File: src/rtl/effective_address_unit_if.sv
// rtl/effective_address_unit_if.sv - request/result bundle between sequencer and effective address unit
interface effective_address_unit_if #(
    parameter int DATA_W = 8
);
    logic                  start;
    logic [2:0]            mode;
    logic                  force_fix;
    logic [DATA_W-1:0]     address_low;
    logic [DATA_W-1:0]     address_high;
    logic [DATA_W-1:0]     x_reg;
    logic [DATA_W-1:0]     y_reg;
    logic                  busy;
    logic                  dummy_cycle;
    logic [2*DATA_W-1:0]   bus_addr;
    logic [2*DATA_W-1:0]   ea;
    logic                  ea_valid;
    logic                  page_cross;

    modport master (
        output start, mode, force_fix, address_low, address_high, x_reg, y_reg,
        input  busy, dummy_cycle, bus_addr, ea, ea_valid, page_cross
    );

    modport slave (
        input  start, mode, force_fix, address_low, address_high, x_reg, y_reg,
        output busy, dummy_cycle, bus_addr, ea, ea_valid, page_cross
    );
endinterface

File: src/rtl/effective_address_unit.sv
// rtl/effective_address_unit.sv - indexed effective address formation with 65C02 page-cross fixup cycle
module effective_address_unit #(
    parameter int DATA_W = 8
) (
    input  logic                 fclk,
    input  logic                 reset,
    effective_address_unit_if.slave eau
);
    localparam int AW = 2 * DATA_W;

    localparam logic [2:0] M_ABSX = 3'd1;
    localparam logic [2:0] M_ABSY = 3'd2;
    localparam logic [2:0] M_ZP   = 3'd3;
    localparam logic [2:0] M_ZPX  = 3'd4;
    localparam logic [2:0] M_ZPY  = 3'd5;

    typedef enum logic [1:0] {S_IDLE, S_ADD, S_FIX, S_DONE} state_t;

    state_t              state;
    logic [2:0]          op_mode;
    logic                op_force;
    logic [DATA_W-1:0]   op_low;
    logic [DATA_W-1:0]   op_high;
    logic [DATA_W-1:0]   op_index;

    logic                busy_q;
    logic                dummy_q;
    logic                valid_q;
    logic                cross_q;
    logic [AW-1:0]       bus_addr_q;
    logic [AW-1:0]       ea_q;

    logic [DATA_W:0]     low_sum;
    logic                carry;
    logic                abs_indexed;
    logic                zero_page;
    logic [DATA_W-1:0]   start_index;
    logic [AW-1:0]       uncorrected;
    logic [DATA_W-1:0]   high_fixed;

    // Operands stay registered through FIX, so the low-byte sum is simply recomputed there.
    always_comb begin
        low_sum     = {1'b0, op_low} + {1'b0, op_index};
        carry       = low_sum[DATA_W];
        abs_indexed = (op_mode == M_ABSX) || (op_mode == M_ABSY);
        zero_page   = (op_mode == M_ZP) || (op_mode == M_ZPX) || (op_mode == M_ZPY);
        uncorrected = {op_high, low_sum[DATA_W-1:0]};
        high_fixed  = op_high + {{(DATA_W-1){1'b0}}, carry};
    end

    always_comb begin
        start_index = '0;
        case (eau.mode)
            M_ABSX, M_ZPX: start_index = eau.x_reg;
            M_ABSY, M_ZPY: start_index = eau.y_reg;
            default:       start_index = '0;
        endcase
    end

    always_ff @(posedge fclk) begin
        if (reset) begin
            state      <= S_IDLE;
            op_mode    <= '0;
            op_force   <= 1'b0;
            op_low     <= '0;
            op_high    <= '0;
            op_index   <= '0;
            busy_q     <= 1'b0;
            dummy_q    <= 1'b0;
            valid_q    <= 1'b0;
            cross_q    <= 1'b0;
            bus_addr_q <= '0;
            ea_q       <= '0;
        end else begin
            case (state)
                S_IDLE: begin
                    if (eau.start) begin
                        op_mode  <= eau.mode;
                        op_force <= eau.force_fix;
                        op_low   <= eau.address_low;
                        op_high  <= eau.address_high;
                        op_index <= start_index;
                        cross_q  <= 1'b0;
                        busy_q   <= 1'b1;
                        state    <= S_ADD;
                    end
                end
                S_ADD: begin
                    if (zero_page) begin
                        ea_q       <= {{DATA_W{1'b0}}, low_sum[DATA_W-1:0]};
                        bus_addr_q <= {{DATA_W{1'b0}}, low_sum[DATA_W-1:0]};
                        valid_q    <= 1'b1;
                        state      <= S_DONE;
                    end else if (abs_indexed) begin
                        cross_q <= carry;
                        if (carry || op_force) begin
                            dummy_q    <= 1'b1;
                            bus_addr_q <= uncorrected;
                            state      <= S_FIX;
                        end else begin
                            ea_q       <= uncorrected;
                            bus_addr_q <= uncorrected;
                            valid_q    <= 1'b1;
                            state      <= S_DONE;
                        end
                    end else begin
                        ea_q       <= {op_high, op_low};
                        bus_addr_q <= {op_high, op_low};
                        valid_q    <= 1'b1;
                        state      <= S_DONE;
                    end
                end
                S_FIX: begin
                    ea_q       <= {high_fixed, low_sum[DATA_W-1:0]};
                    bus_addr_q <= {high_fixed, low_sum[DATA_W-1:0]};
                    dummy_q    <= 1'b0;
                    valid_q    <= 1'b1;
                    state      <= S_DONE;
                end
                S_DONE: begin
                    valid_q <= 1'b0;
                    busy_q  <= 1'b0;
                    state   <= S_IDLE;
                end
                default: state <= S_IDLE;
            endcase
        end
    end

    assign eau.busy        = busy_q;
    assign eau.dummy_cycle = dummy_q;
    assign eau.bus_addr    = bus_addr_q;
    assign eau.ea          = ea_q;
    assign eau.ea_valid    = valid_q;
    assign eau.page_cross  = cross_q;
endmodule
File: src/flat_wrapper.sv
// flat-port wrapper written by rule: the top's interface ports become plain ports
module effective_address_unit_flat 
#(
    parameter int DATA_W = 8
)
  (fclk, reset, eau_start, eau_mode, eau_force_fix, eau_address_low, eau_address_high, eau_x_reg, eau_y_reg, eau_busy, eau_dummy_cycle, eau_bus_addr, eau_ea, eau_ea_valid, eau_page_cross);
  effective_address_unit_if #(.DATA_W(DATA_W)) eau_i ();
  input  logic fclk;
  input  logic reset;
  input wire logic [$bits(eau_i.start)-1:0] eau_start;
  input wire logic [$bits(eau_i.mode)-1:0] eau_mode;
  input wire logic [$bits(eau_i.force_fix)-1:0] eau_force_fix;
  input wire logic [$bits(eau_i.address_low)-1:0] eau_address_low;
  input wire logic [$bits(eau_i.address_high)-1:0] eau_address_high;
  input wire logic [$bits(eau_i.x_reg)-1:0] eau_x_reg;
  input wire logic [$bits(eau_i.y_reg)-1:0] eau_y_reg;
  output wire logic [$bits(eau_i.busy)-1:0] eau_busy;
  output wire logic [$bits(eau_i.dummy_cycle)-1:0] eau_dummy_cycle;
  output wire logic [$bits(eau_i.bus_addr)-1:0] eau_bus_addr;
  output wire logic [$bits(eau_i.ea)-1:0] eau_ea;
  output wire logic [$bits(eau_i.ea_valid)-1:0] eau_ea_valid;
  output wire logic [$bits(eau_i.page_cross)-1:0] eau_page_cross;
  assign eau_i.start = eau_start;
  assign eau_i.mode = eau_mode;
  assign eau_i.force_fix = eau_force_fix;
  assign eau_i.address_low = eau_address_low;
  assign eau_i.address_high = eau_address_high;
  assign eau_i.x_reg = eau_x_reg;
  assign eau_i.y_reg = eau_y_reg;
  assign eau_busy = eau_i.busy;
  assign eau_dummy_cycle = eau_i.dummy_cycle;
  assign eau_bus_addr = eau_i.bus_addr;
  assign eau_ea = eau_i.ea;
  assign eau_ea_valid = eau_i.ea_valid;
  assign eau_page_cross = eau_i.page_cross;
  effective_address_unit #(.DATA_W(DATA_W)) u_core (.fclk(fclk), .reset(reset), .eau(eau_i));
endmodule
File: config.mk
export PLATFORM = sky130hd
export DESIGN_NAME = effective_address_unit_flat
export DESIGN_NICKNAME = d
export VERILOG_FILES = /design/src/rtl/effective_address_unit_if.sv /design/src/rtl/effective_address_unit.sv /design/src/flat_wrapper.sv
export SDC_FILE = /design/constraint.sdc
export NUM_CORES = 1
export LEC_CHECK = 0
export ABC_AREA = 1
export BUFFER_PORTS_ARGS = -buffer_cell sky130_fd_sc_hd__buf_2
export CAP_MARGIN = 20
export CORE_UTILIZATION = 45
export DETAILED_ROUTE_END_ITERATION = 10
export GPL_TIMING_DRIVEN = 0
export PLACE_DENSITY_LB_ADDON = 0.2
export SYNTH_ARGS = -nofsm -noshare
export SYNTH_HDL_FRONTEND = slang
export SYNTH_SLANG_ARGS = --single-unit
File: constraint.sdc
create_clock -name fclk -period 2.5 [get_ports fclk]
set_input_delay 0 -clock fclk [delete_from_list [all_inputs] [get_ports fclk]]
set_output_delay 0 -clock fclk [all_outputs]
set_load 0.01 [all_outputs]
Word-level counts from Yosys, hierarchy flattened
Index checks and enable logic that the tools add are counted.
{"block": "word_totals", "input_bits": 39, "wordCells": 75, "reg_bits": 66}
{"block": "classes", "n_reduce_logical": 17, "n_mux": 27, "add_sub_neg": 2, "eq_ne": 17}
{"operator": "2-to-1 mux 16 bit", "n": 4}
{"operator": "one-hot mux 16 bit (2 select lines)", "n": 2}
{"operator": "one-hot mux 8 bit (2 select lines)", "n": 1}
{"operator": "== test 3 bit (second input constant)", "n": 4}
{"operator": "2-to-1 mux 1 bit", "n": 12}
{"operator": "adder 8 x 8 -> 9 bit", "n": 1}
{"operator": "== test 3 x 2 -> 1 bit (second input constant)", "n": 3}
{"operator": "adder 8 x 1 -> 8 bit", "n": 1}
{"operator": "2-to-1 mux 8 bit", "n": 1}
{"operator": "one-hot mux 2 bit (4 select lines)", "n": 1}
{"operator": "AND reduction 2 bit", "n": 4}
{"operator": "AND reduction 4 bit", "n": 2}
{"operator": "== test 3 x 1 -> 1 bit (second input constant)", "n": 2}
{"operator": "one-hot mux 1 bit (2 select lines)", "n": 3}
{"operator": "nonzero test 2 bit", "n": 3}
{"operator": "== test 2 bit (second input constant)", "n": 2}
{"operator": "logical OR 1 bit", "n": 4}
{"operator": "2-to-1 mux 2 bit", "n": 2}
{"operator": "!= test 2 x 1 -> 1 bit (second input constant)", "n": 2}
{"operator": "!= test 2 bit (second input constant)", "n": 2}
{"operator": "!= test 4 bit (second input constant)", "n": 1}
{"operator": "OR reduction 2 bit", "n": 2}
{"operator": "one-hot mux 1 bit (3 select lines)", "n": 1}
{"operator": "nonzero test 3 bit", "n": 1}
{"operator": "2 further kinds", "n": 2}

Logic depth before layout (Yosys ltp)
{"block": "depth", "ltp_word": 6, "depth_mapped": 16, "ltp_nobuf": 16}

Least setup slack after synthesis
Ideal clock, no wire load.
{"block": "synth_path", "path_type": "register to register", "from": "reg u_core.op_index[0]", "to": "reg u_core.ea_q[12] (netlist: u_core.eau.ea[12])", "path_buffers": 0, "path_stages_with_launch": 15, "required_ps": 2432, "synth_period_minus_slack_ps": 2238, "arrival_ps": 2171, "setup_slack_ps": 262, "cell_sequence": "dfxtp_1 > ha_1 > fa_1 > nand2_1 > nand2_1 > nand3_2 > nand2_1 > ha_1 > ha_1 > nand3_1 > xor2_1 > nand2_1 > nand2_1 > nand3_1 > a21oi_2"}
{"block": "synth_via", "elab_chain_cells": 4}
{"item": "start: declaration", "line": "effective_address_unit.sv:24", "text": "logic [DATA_W-1:0] op_index;"}
{"item": "start signal: assignment", "line": "effective_address_unit.sv:82", "text": "op_index <= start_index;"}
{"item": "adder 8 x 8 -> 9 bit *", "line": "effective_address_unit.sv:43", "text": "low_sum = {1'b0, op_low} + {1'b0, op_index};"}
{"item": "branches (longest 3 deep; another with adder 8 x 1 -> 8 bit)"}
{"item": "end signal: assignment", "line": "effective_address_unit.sv:90", "text": "ea_q <= {{DATA_W{1'b0}}, low_sum[DATA_W-1:0]};"}
{"item": "end signal: assignment", "line": "effective_address_unit.sv:101", "text": "ea_q <= uncorrected;"}
{"item": "end signal: assignment", "line": "effective_address_unit.sv:107", "text": "ea_q <= {op_high, op_low};"}
{"item": "end: declaration", "line": "effective_address_unit.sv:31", "text": "logic [AW-1:0] ea_q;"}
Every way passes the cells marked *.
A chain may end at the register's enable or synchronous reset.

Worst setup path after layout
Same ends and word-level chain as after synthesis.

==> results by group <==
Outcome
  • Status: finished, final reports clean

STA
  • Post-Route Setup TNS: 0 ns
  • Worst-Margin Slew: around 0.61 ns
  • Fin Clk Skew: ~0.011 ns
  • Worst slew margin: 0.593
  • Hold_ws: ~0.029 ns
  • Period utilization: 0.937
  • Fmax: 427 MHz
  • Max-slew violation count: 0
  • Setup ws final: 0.157 ns
  • Post-route minimum period: 2.34 ns
  • Setup violators final: 0
  • Final hold vios: 0

Cells and area
  • FILL cells: 708
  • Diodes inserted: 0
  • Area of the multi-input gates: around 1800 um2
  • Post-route cell area: 4500 um2
  • Final core utilization: 0.614
  • Layout cell share with drive strength beyond 1: 0.233
  • Final-stage net count: 655
  • Area occupied by registers: about 1300 um2
  • Commonest non-fill, non-tap cells in the layout: buf_2, nand2_1, inv_1
  • Area grow syn2layout: 30.0%
  • Most common cell after layout, fill and taps aside: buf_2

GRT
  • Pin count of the biggest net entering global routing: 14
  • Antenna violations before repair: 0
  • Global-route wire length before repair: between 15 and 20 mm
  • Vias in the first global route: around 3.3k
  • GRT Overall Usage: 0.250
  • Overflow after GRT: 0

Logic synthesis
  • Ys Warns: 0
  • Post-synthesis sequential area ratio: 0.382
  • Cell variety after synth: 35
  • Synth Instances: 495
  • #FFs+latches synth: 66
  • Net count after synthesis: ~550
  • Avg Cell Area, Syn: around 7.0 um2
  • Post-Syn Area: 3460 um2

CTS
  • TritonCTS Sinks: 66
  • Number of CTS-inserted buffers: 9
  • Worst-path clk slew: about 0.080 ns
  • H-tree depth: 3
  • Clock latency on the worst-skew pair: ~0.36 ns
  • CTS tree: built
  • Root Driver: clkbuf_8
  • Clock Path Buffers: 2

Routing
  • Routed WL: ~9.5 mm
  • Initial DRC count: around 170
  • Via count: around 3.5k
  • Via density: ~5.0
  • WL/cell: approximately 14 um
  • 1st-pass router iterations: 4
  • Post-route ant nets: 0
  • Drt drc: 0

Floorplan
  • Core Area: around 7300 um2
  • Io pins: 75
  • Initial core utilization: 0.472
  • Die width: 89.7 um
  • Row count: 31
  • Die ar.: about 8000 um2
  • DIE HEIGHT: 89.7 um

Job
  • Count of maximum capacitance violations: 0

Critical path
  • Max Fanout on Critical Path: 3
  • Worst Setup Path Type: register to register
  • Crit path DAT: ~2.6 ns
  • CP required: about 2.8 ns
  • Crit. End Element: register
  • Startpoint types: register

Pwr
  • LEAKAGE: 0.00229 uW
  • Power density cells: 1250 nW/um2
  • Worst IR drop on VDD: about 530 uV

Placed design
  • Area post-placement: 3960 um2
  • Final Wtd Congestion: between 0.9 and 1
  • Pre-CTS setup slack: -0.0611 ns
  • Post-DP HPWL: 6.97 mm
  • Port bufs: 74

Min path
  • Hold Crit Class: primary input to register
==> what timing repair did <==
action	in CTS	in global routing
endpoints found under the hold margin	21	0
endpoints found under the setup margin	3	9
gates resized for setup	4	19
pin swaps	1	4
hold buffers	20	0
cloned	0	0
buffers inserted	0	1
==> layer usage <==
metal  global-route usage  vias up  wire length (um)
met5                    0        -                 0
met4                0.104        0               204
met3               0.0431       14               510
met2                0.390      109              4270
met1                0.339     1618              4550
li1                     -     1797                 -
==> layout make-up <==
cell class | instances | share of cell area
flip-flops and latches | 66 | 0.295
multi-input cells | 329 | 0.407
clock inverters | 7 | 0.0228
repair buffers | 95 | 0.128
clock buffers | 9 | 0.0275
plain buffers | 21 | 0.0253
inverters | 79 | 0.0664
well taps | 99 | 0.0275
==> critical path, cell delays in order, from the launching register on <==
cell and delay [ns]:
dfxtp_4 0.37, ha_4 0.17, fa_2 0.37, nand2_1 0.09
nand2_2 0.08, nand3_4 0.09, nand2_2 0.08, ha_2 0.21
ha_4 0.17, nand3_1 0.09, xor2_1 0.15, nand2_1 0.06
nand2_1 0.10, nand3_1 0.11, a21oi_2 0.15
==> state kept, by name (all words and copies together), names as in the netlist <==
signal                  count
u_core.eau.page_cross       1
u_core.eau.busy             1
u_core.op_low               8
u_core.op_mode              3
u_core.eau.bus_addr        16
u_core.state                2
u_core.eau.ea              16
u_core.eau.dummy_cycle      1
u_core.eau.ea_valid         1
u_core.op_force             1
u_core.op_high              8
u_core.op_index             8
==> report_power, final <==
part,switching (uW),internal (uW),leakage [uW]
Combinational,1840,1110,0.00164
Clock,466,569,0.000110
Sequential,248,1400,0.000546
Total,2560,3080,0.00229
==> synth_stat cells <==
cell type / n / area [um2]
nand2_1: 79 / 297
inv_1: 75 / 282
dfxtp_1: 66 / 1320
nor2_1: 66 / 248
o21ai_0: 44 / 220
a21oi_1: 31 / 155
nand3_1: 31 / 155
ha_1: 14 / 175
clkbuf_1: 12 / 45.0
o21ai_1: 12 / 60.1
nor2_2: 11 / 68.8
o221ai_1: 8 / 70.1
buf_2: 6 / 30.0
nand4_1: 4 / 25.0
inv_2: 3 / 11.3
nand3_2: 3 / 30.0
o211ai_1: 3 / 22.5
xor2_1: 3 / 26.3
a21o_1: 2 / 15.0
a21oi_2: 2 / 17.5
nand2_2: 2 / 12.5
nand3b_1: 2 / 15.0
nor3_1: 2 / 10.0
or2_0: 2 / 12.5
or2_1: 2 / 12.5
buf_1: 1 / 3.75
buf_12: 1 / 20.0
buf_8: 1 / 15.0
fa_1: 1 / 20.0
inv_4: 1 / 6.26
nand2_4: 1 / 11.3
nand3_4: 1 / 17.5
o21ai_4: 1 / 16.3
or2_2: 1 / 6.26
xnor2_1: 1 / 8.76
==> logic make-up (layout without fill, tap and decap cells) <==
| group | after synthesis | in the layout | synth area share |
|---|---|---|---|
| buffers and inverters | 100 | 211 | 0.119 |
| and+or+nand+nor | 207 | 207 | 0.266 |
| AOI/OAI and AO/OA | 103 | 103 | 0.167 |
| xor gates and xnor gates | 4 | 4 | 0.0101 |
| DFF | 66 | 66 | 0.382 |
| adders and majority gates | 15 | 15 | 0.0564 |
==> final timing paths <==
path | start | endpoint | slack [ns] | cells past startpoint
worst min register to register | u_core.eau.ea[12] | u_core.eau.ea[12] | 0.48 | 2
worst min-delay path | eau_y_reg[4] | u_core.op_index[4] | 0.03 | 5
worst max register to register | u_core.op_index[0] | u_core.eau.ea[12] | 0.16 | 14
worst max-delay path | u_core.op_index[0] | u_core.eau.ea[12] | 0.16 | 14
==> metrics by stage <==
stage,total power [uW],std cells
2_1_floorplan,3700,495
3_3_place_gp,4410,668
3_5_place_dp,4480,668
4_1_cts,5550,704
5_1_grt,6120,705
6_report,5640,705
(Power assumes the default switching activity.)
